[config.mk]
export PLATFORM = sky130hd
export DESIGN_NAME = act_vec_pipe
export DESIGN_NICKNAME = d
export VERILOG_FILES = /design/src/rtl/act_pkg.sv /design/src/rtl/act_lane.sv /design/src/rtl/act_vec_pipe.sv
export SDC_FILE = /design/constraint.sdc
export NUM_CORES = 1
export LEC_CHECK = 0
export ABC_AREA = 1
export BUFFER_PORTS_ARGS = -buffer_cell sky130_fd_sc_hd__buf_2
export CORE_MARGIN = 8
export CORE_UTILIZATION = 35
export DETAILED_ROUTE_END_ITERATION = 7
export PLACE_DENSITY = 0.58
export SETUP_SLACK_MARGIN = 0.1
export SYNTH_ARGS = -nofsm -noshare
export SYNTH_HDL_FRONTEND = slang
export SYNTH_HIERARCHICAL = 1
export SYNTH_SLANG_ARGS = --single-unit
[constraint.sdc]
create_clock -name clk -period 2.6 [get_ports clk]
set_input_delay 0.39 -clock clk [delete_from_list [all_inputs] [get_ports clk]]
set_output_delay 0.39 -clock clk [all_outputs]
set_load 0.01 [all_outputs]
[src/rtl/act_pkg.sv]
// ============================================================================
//  Module   : act_pkg
//  Purpose  : Shared types and FP16 constants for the vector activation unit.
//  Revision : 1.0 - initial release
// ============================================================================
`default_nettype none

package act_pkg;

    // Raw IEEE-754 half-precision word
    typedef logic [15:0] fp16_t;

    // Activation selector, carried with every beat
    typedef enum logic [1:0] {
        ACT_BYPASS = 2'd0,
        ACT_RELU   = 2'd1,
        ACT_LEAKY  = 2'd2,
        ACT_RELU6  = 2'd3
    } act_mode_e;

    localparam fp16_t FP16_ZERO = 16'h0000;
    localparam fp16_t FP16_SIX  = 16'h4600;
    localparam fp16_t FP16_QNAN = 16'h7E00;

    // True for any NaN encoding, either sign
    function automatic logic fp16_is_nan(input fp16_t x);
        return (x[14:10] == 5'h1F) && (x[9:0] != 10'h000);
    endfunction

endpackage

`default_nettype wire

[src/rtl/act_lane.sv]
// ============================================================================
//  Module   : act_lane
//  Purpose  : Single-lane combinational FP16 activation (bypass, ReLU,
//             leaky ReLU with power-of-two slope, ReLU6).
//  Revision : 1.0 - initial release
// ============================================================================
`default_nettype none

module act_lane
    import act_pkg::*;
#(
    parameter int LEAK_SHIFT = 3
) (
    input  logic [15:0] x_i,
    input  act_mode_e   mode_i,
    output logic [15:0] z_o
);

    localparam logic [4:0] SHIFT5 = 5'(LEAK_SHIFT);

    logic       sgn;
    logic [4:0] expo;
    logic [9:0] man;
    logic       is_nan;

    assign sgn    = x_i[15];
    assign expo   = x_i[14:10];
    assign man    = x_i[9:0];
    assign is_nan = fp16_is_nan(x_i);

    // Select the per-mode result; the leaky exponent subtract only happens
    // above the flush threshold, so the 5-bit difference never wraps.
    always_comb begin
        z_o = x_i;
        case (mode_i)
            ACT_BYPASS: z_o = x_i;
            ACT_RELU: begin
                if (sgn) z_o = FP16_ZERO;
            end
            ACT_LEAKY: begin
                if (sgn) begin
                    if (expo == 5'h1F)        z_o = x_i;
                    else if (expo <= SHIFT5)  z_o = FP16_ZERO;
                    else                      z_o = {1'b1, expo - SHIFT5, man};
                end
            end
            ACT_RELU6: begin
                if (is_nan)                        z_o = FP16_QNAN;
                else if (sgn)                      z_o = FP16_ZERO;
                else if (x_i[14:0] > FP16_SIX[14:0]) z_o = FP16_SIX;
            end
            default: z_o = x_i;
        endcase
    end

endmodule

`default_nettype wire

[src/rtl/act_vec_pipe.sv]
// ============================================================================
//  Module   : act_vec_pipe
//  Purpose  : Two-stage valid/ready pipelined multi-lane FP16 activation unit.
//             S1 registers raw lanes/mode/last, S2 registers the result.
//  Option   : ACT_SPARSITY_CNT_EN adds the saturating zero-lane counter
//             (zero_cnt output, cnt_clr input).
//  Revision : 1.0 - initial release
// ============================================================================
`default_nettype none

module act_vec_pipe
    import act_pkg::*;
#(
    parameter int LANES      = 8,
    parameter int LEAK_SHIFT = 3,
    parameter int CNT_W      = 16
) (
    input  logic                 clk,
    input  logic                 rst_n,
    input  logic                 in_valid,
    output logic                 in_ready,
    input  logic [LANES*16-1:0]  in_data,
    input  logic [1:0]           in_mode,
    input  logic                 in_last,
    output logic                 out_valid,
    input  logic                 out_ready,
    output logic [LANES*16-1:0]  out_data,
    output logic                 out_last
`ifdef ACT_SPARSITY_CNT_EN
    ,
    output logic [CNT_W-1:0]     zero_cnt,
    input  logic                 cnt_clr
`endif
);

    localparam int DW = LANES * 16;

    if (LANES < 1 || LANES > 64 || LEAK_SHIFT < 1 || LEAK_SHIFT > 14 || CNT_W < 1) begin : g_bad_params
        $error("act_vec_pipe: parameter out of range");
    end

    logic          s1_valid_q;
    logic [DW-1:0] s1_data_q;
    act_mode_e     s1_mode_q;
    logic          s1_last_q;

    logic          s2_valid_q;
    logic [DW-1:0] s2_data_q;
    logic [DW-1:0] s2_data_d;
    logic          s2_last_q;

    logic          adv1;
    logic          adv2;

    // A stage may load when it is empty or its content moves on this cycle
    assign adv2     = !s2_valid_q || out_ready;
    assign adv1     = !s1_valid_q || adv2;
    assign in_ready = adv1;

    assign out_valid = s2_valid_q;
    assign out_data  = s2_data_q;
    assign out_last  = s2_last_q;

    // S1: capture the raw beat together with its mode and end-of-tile flag
    always_ff @(posedge clk or negedge rst_n) begin
        if (!rst_n) begin
            s1_valid_q <= 1'b0;
            s1_data_q  <= '0;
            s1_mode_q  <= ACT_BYPASS;
            s1_last_q  <= 1'b0;
        end else if (adv1) begin
            s1_valid_q <= in_valid;
            if (in_valid) begin
                s1_data_q <= in_data;
                s1_mode_q <= act_mode_e'(in_mode);
                s1_last_q <= in_last;
            end
        end
    end

    for (genvar k = 0; k < LANES; k++) begin : g_lane
        act_lane #(
            .LEAK_SHIFT (LEAK_SHIFT)
        ) u_lane (
            .x_i    (s1_data_q[16*k +: 16]),
            .mode_i (s1_mode_q),
            .z_o    (s2_data_d[16*k +: 16])
        );
    end

    // S2: register the activated lanes; holds while downstream stalls
    always_ff @(posedge clk or negedge rst_n) begin
        if (!rst_n) begin
            s2_valid_q <= 1'b0;
            s2_data_q  <= '0;
            s2_last_q  <= 1'b0;
        end else if (adv2) begin
            s2_valid_q <= s1_valid_q;
            if (s1_valid_q) begin
                s2_data_q <= s2_data_d;
                s2_last_q <= s1_last_q;
            end
        end
    end

`ifdef ACT_SPARSITY_CNT_EN
    localparam int ZW    = $clog2(LANES + 1);
    localparam int SUM_W = CNT_W + ZW;

    logic [ZW-1:0]    zeros_w;
    logic [SUM_W-1:0] sum_w;
    logic [CNT_W-1:0] zero_cnt_d;
    logic [CNT_W-1:0] zero_cnt_q;

    // Count output lanes that are exactly +0 in the current S2 beat
    always_comb begin
        zeros_w = '0;
        for (int k = 0; k < LANES; k++) begin
            if (s2_data_q[16*k +: 16] == FP16_ZERO) zeros_w = zeros_w + ZW'(1);
        end
    end

    // Next count: clear wins, else saturating add on an output handshake
    always_comb begin
        sum_w      = SUM_W'(zero_cnt_q) + SUM_W'(zeros_w);
        zero_cnt_d = zero_cnt_q;
        if (cnt_clr) begin
            zero_cnt_d = '0;
        end else if (s2_valid_q && out_ready) begin
            if (sum_w > SUM_W'({CNT_W{1'b1}})) zero_cnt_d = '1;
            else                               zero_cnt_d = sum_w[CNT_W-1:0];
        end
    end

    // Sparsity counter register
    always_ff @(posedge clk or negedge rst_n) begin
        if (!rst_n) zero_cnt_q <= '0;
        else        zero_cnt_q <= zero_cnt_d;
    end

    assign zero_cnt = zero_cnt_q;
`endif

endmodule

`default_nettype wire

==> metrics.cfg <==
[outcome]
status=completed

[grt]
gr-total-overflow=0
grt_use_total_pct=18.4
grt_start_max_net_pins=131
grt_pass1_wl_um=76800
grt_pass1_vias=14378
antenna_found_initial=8

[pwr]
internal_power_w=0.00965
power.switching_w=0.00561
swShare_pct=36.7
p_leak_nw=10.1
power_frac_clock_pct=30.9
powerDensity_nw_per_um2=846
ir_drop_mv=0.428
p_seq_share_pct=38.7
combPwrFrac_pct=30.3

[final_layout]
drive_gt1_share_pct=20.6
mostFrequentLayoutCells=860 x nand2_1, 353 x nand3_1, 263 x buf_2
fin_nets=2478
instances_no_fill=2903
area_growth_pct=19.6
fillers=4519
final_common_cell=nand2_1
stdcell_area_sq_um=18000

[logic_synthesis]
netlist.area_leader.share_pct=43.5
syn_inst=2110
syn-num-nets=2261
yosysSeqAreaShare_pct=43.5
ys.warnings.count=6
ys_types=32
yosys.area.top_type=dfrtp_1
synth_area_sq_um=15100
synth.area.top_cells=dfrtp_1 44%, nand2_1 21%, nand3_1 12%
synth-seq-cells=262
synth.avg_cell_area_sq_um=7.14

[clocking]
cts_root_buf=clkbuf_16
cts_resized=0
cts_setup_buffers=0
clk_pin_slew_ps=60
postCtsHoldBufs=1
cts_tree=built
clk_latency_ps=560
clock_sinks=262
numCtsBuffers=31
clk_path_buf_depth=3
htreeDepth=1

[drt]
routedWlPerCell_um=16.2
vias_per_cell=4.93
wirelength_um=46900
via_count=14316
drcViolationCount=0
drt-initial-drc-count=1052
postRouteAntennaNets=0
firstDrtPassIters=6

[setup_path]
required_ps=2210
start_kind=flop
crit_type=reg2out
crit_arrival_ps=1870
critPathMaxFanout=39
crit_path_end_kind=primary output

[timing]
rsz0062_at_grt=false
setup_viol=0
hold_viol=0
final_min_period_over_clock_period_pct=86.8
max_slew_margin_pct=36.5
worst_clock_skew_ps=9.77
timing.setup.tns_ps=0
clock.fmax_mhz=443
worstMarginPinSlew_ps=953
period_needed_ps=2260
slew_viol_final=0

[place]
dpl_cell_area_sq_um=16900
place.port_buffers=265
dpl.hpwl_um=33000
place_congestion=0.886
dp_cells=2839

[die]
initial_utilization_pct=35.2
die_w_um=224
coreArea_sq_um=42800
die_area_sq_um=50000
die_h_um=224
io_pins=266
fp-row-count=76

[hold_path]
worstHoldPathType=in2reg

[run]
maxCapViolCount=0

## path summary, 6_finish.rpt
kind	start	end	slack [ps]	depth (start not counted)
hold / removal	in_data[107]	s1_data_q[107]$_DFFE_PN0P_	50	3
min in group asynchronous	rst_n	out_data[2]$_DFFE_PN0P_	330	2
setup / recovery	s1_valid_q$_DFFE_PN0P_	in_ready	340	3
setup reg to reg	s1_mode_q[0]$_DFFE_PN0P_	out_data[124]$_DFFE_PN0P_	610	8
max in group asynchronous	rst_n	out_data[92]$_DFFE_PN0P_	1520	3
hold reg to reg	out_data[83]$_DFFE_PN0P_	out_data[83]$_DFFE_PN0P_	470	2
## state kept, by name, summed over array words and instances (netlist names)
name	flops
out_data	128
out_last	1
out_valid	1
s1_data_q	128
s1_last_q	1
s1_mode_q	2
s1_valid_q	1
## critical path: stages, from the launching register on
cell and delay, ps:
dfrtp_4 510, nand3_4 130, buf_4 420, buf_2 230
## power groups by stage
| stage | Sequential (W) | Clock, W | Combinational, W |
|---|---|---|---|
| 5_1_grt | 0.00605 | 0.00502 | 0.00526 |
| 4_1_cts | 0.00591 | 0.00486 | 0.00471 |
| 2_1_floorplan | 0.00602 | 0 | 0.00276 |
| 3_3_place_gp | 0.00595 | 0 | 0.00466 |
| 6_report | 0.00591 | 0.00472 | 0.00463 |
| 3_5_place_dp | 0.00596 | 0 | 0.00470 |
## layout make-up
cell class	instances	area, sq um	share of cell area, %
antenna	6	15.0	0.0833
clock buffer	43	881	4.89
clock inverter	14	230	1.28
inverter	180	676	3.75
multi-input combinational	1566	7340	40.7
sequential	262	6560	36.4
tap	546	683	3.79
timing repair buffer	286	1640	9.08
## synthesized netlist by cell type (all sizes together)
master and count:
nand2 893, clkbuf 33, a21boi 8, inv 173, or2 7, xor2 7, buf 69, a21oi 21
o21ai 43, dfrtp 262, nand4 44, nor3 9, ha 16, o211ai 2, clkinv 7, nor2 139
nand3 377
## stage by stage
stage          power, W  utilization [%]  hold WS, ps  setup slack, ps
2_1_floorplan   0.00878                -         94.4              589
3_3_place_gp     0.0106             39.5          351              658
3_5_place_dp     0.0107             39.5          349              619
4_1_cts          0.0155             42.1         18.0              290
5_1_grt          0.0163             42.1         34.2              233
6_report         0.0153             42.1         53.1              342
## logic make-up (layout without fill, tap and decap cells)
kind of cell | after synthesis | in the layout | share of synthesized area (%)
fa+ha+maj | 16 | 16 | 1.33
xor+xnor | 7 | 7 | 0.407
compound gates | 74 | 74 | 3.05
simple gates | 1469 | 1469 | 43.8
buf+inv | 282 | 523 | 7.95
flops | 262 | 262 | 43.5
other cells | 0 | 6 | 0
## routing by layer
layer / global-route usage [%] / wire length (um) / vias up
met1: 24.2 / 21400 / 6777
met5: 0 / 27 / -
met3: 3.70 / 2570 / 69
li1: - / - / 7151
met4: 5.40 / 1050 / 4
met2: 30.4 / 21900 / 315
No activity file was read; power rests on OpenSTA's default activity.
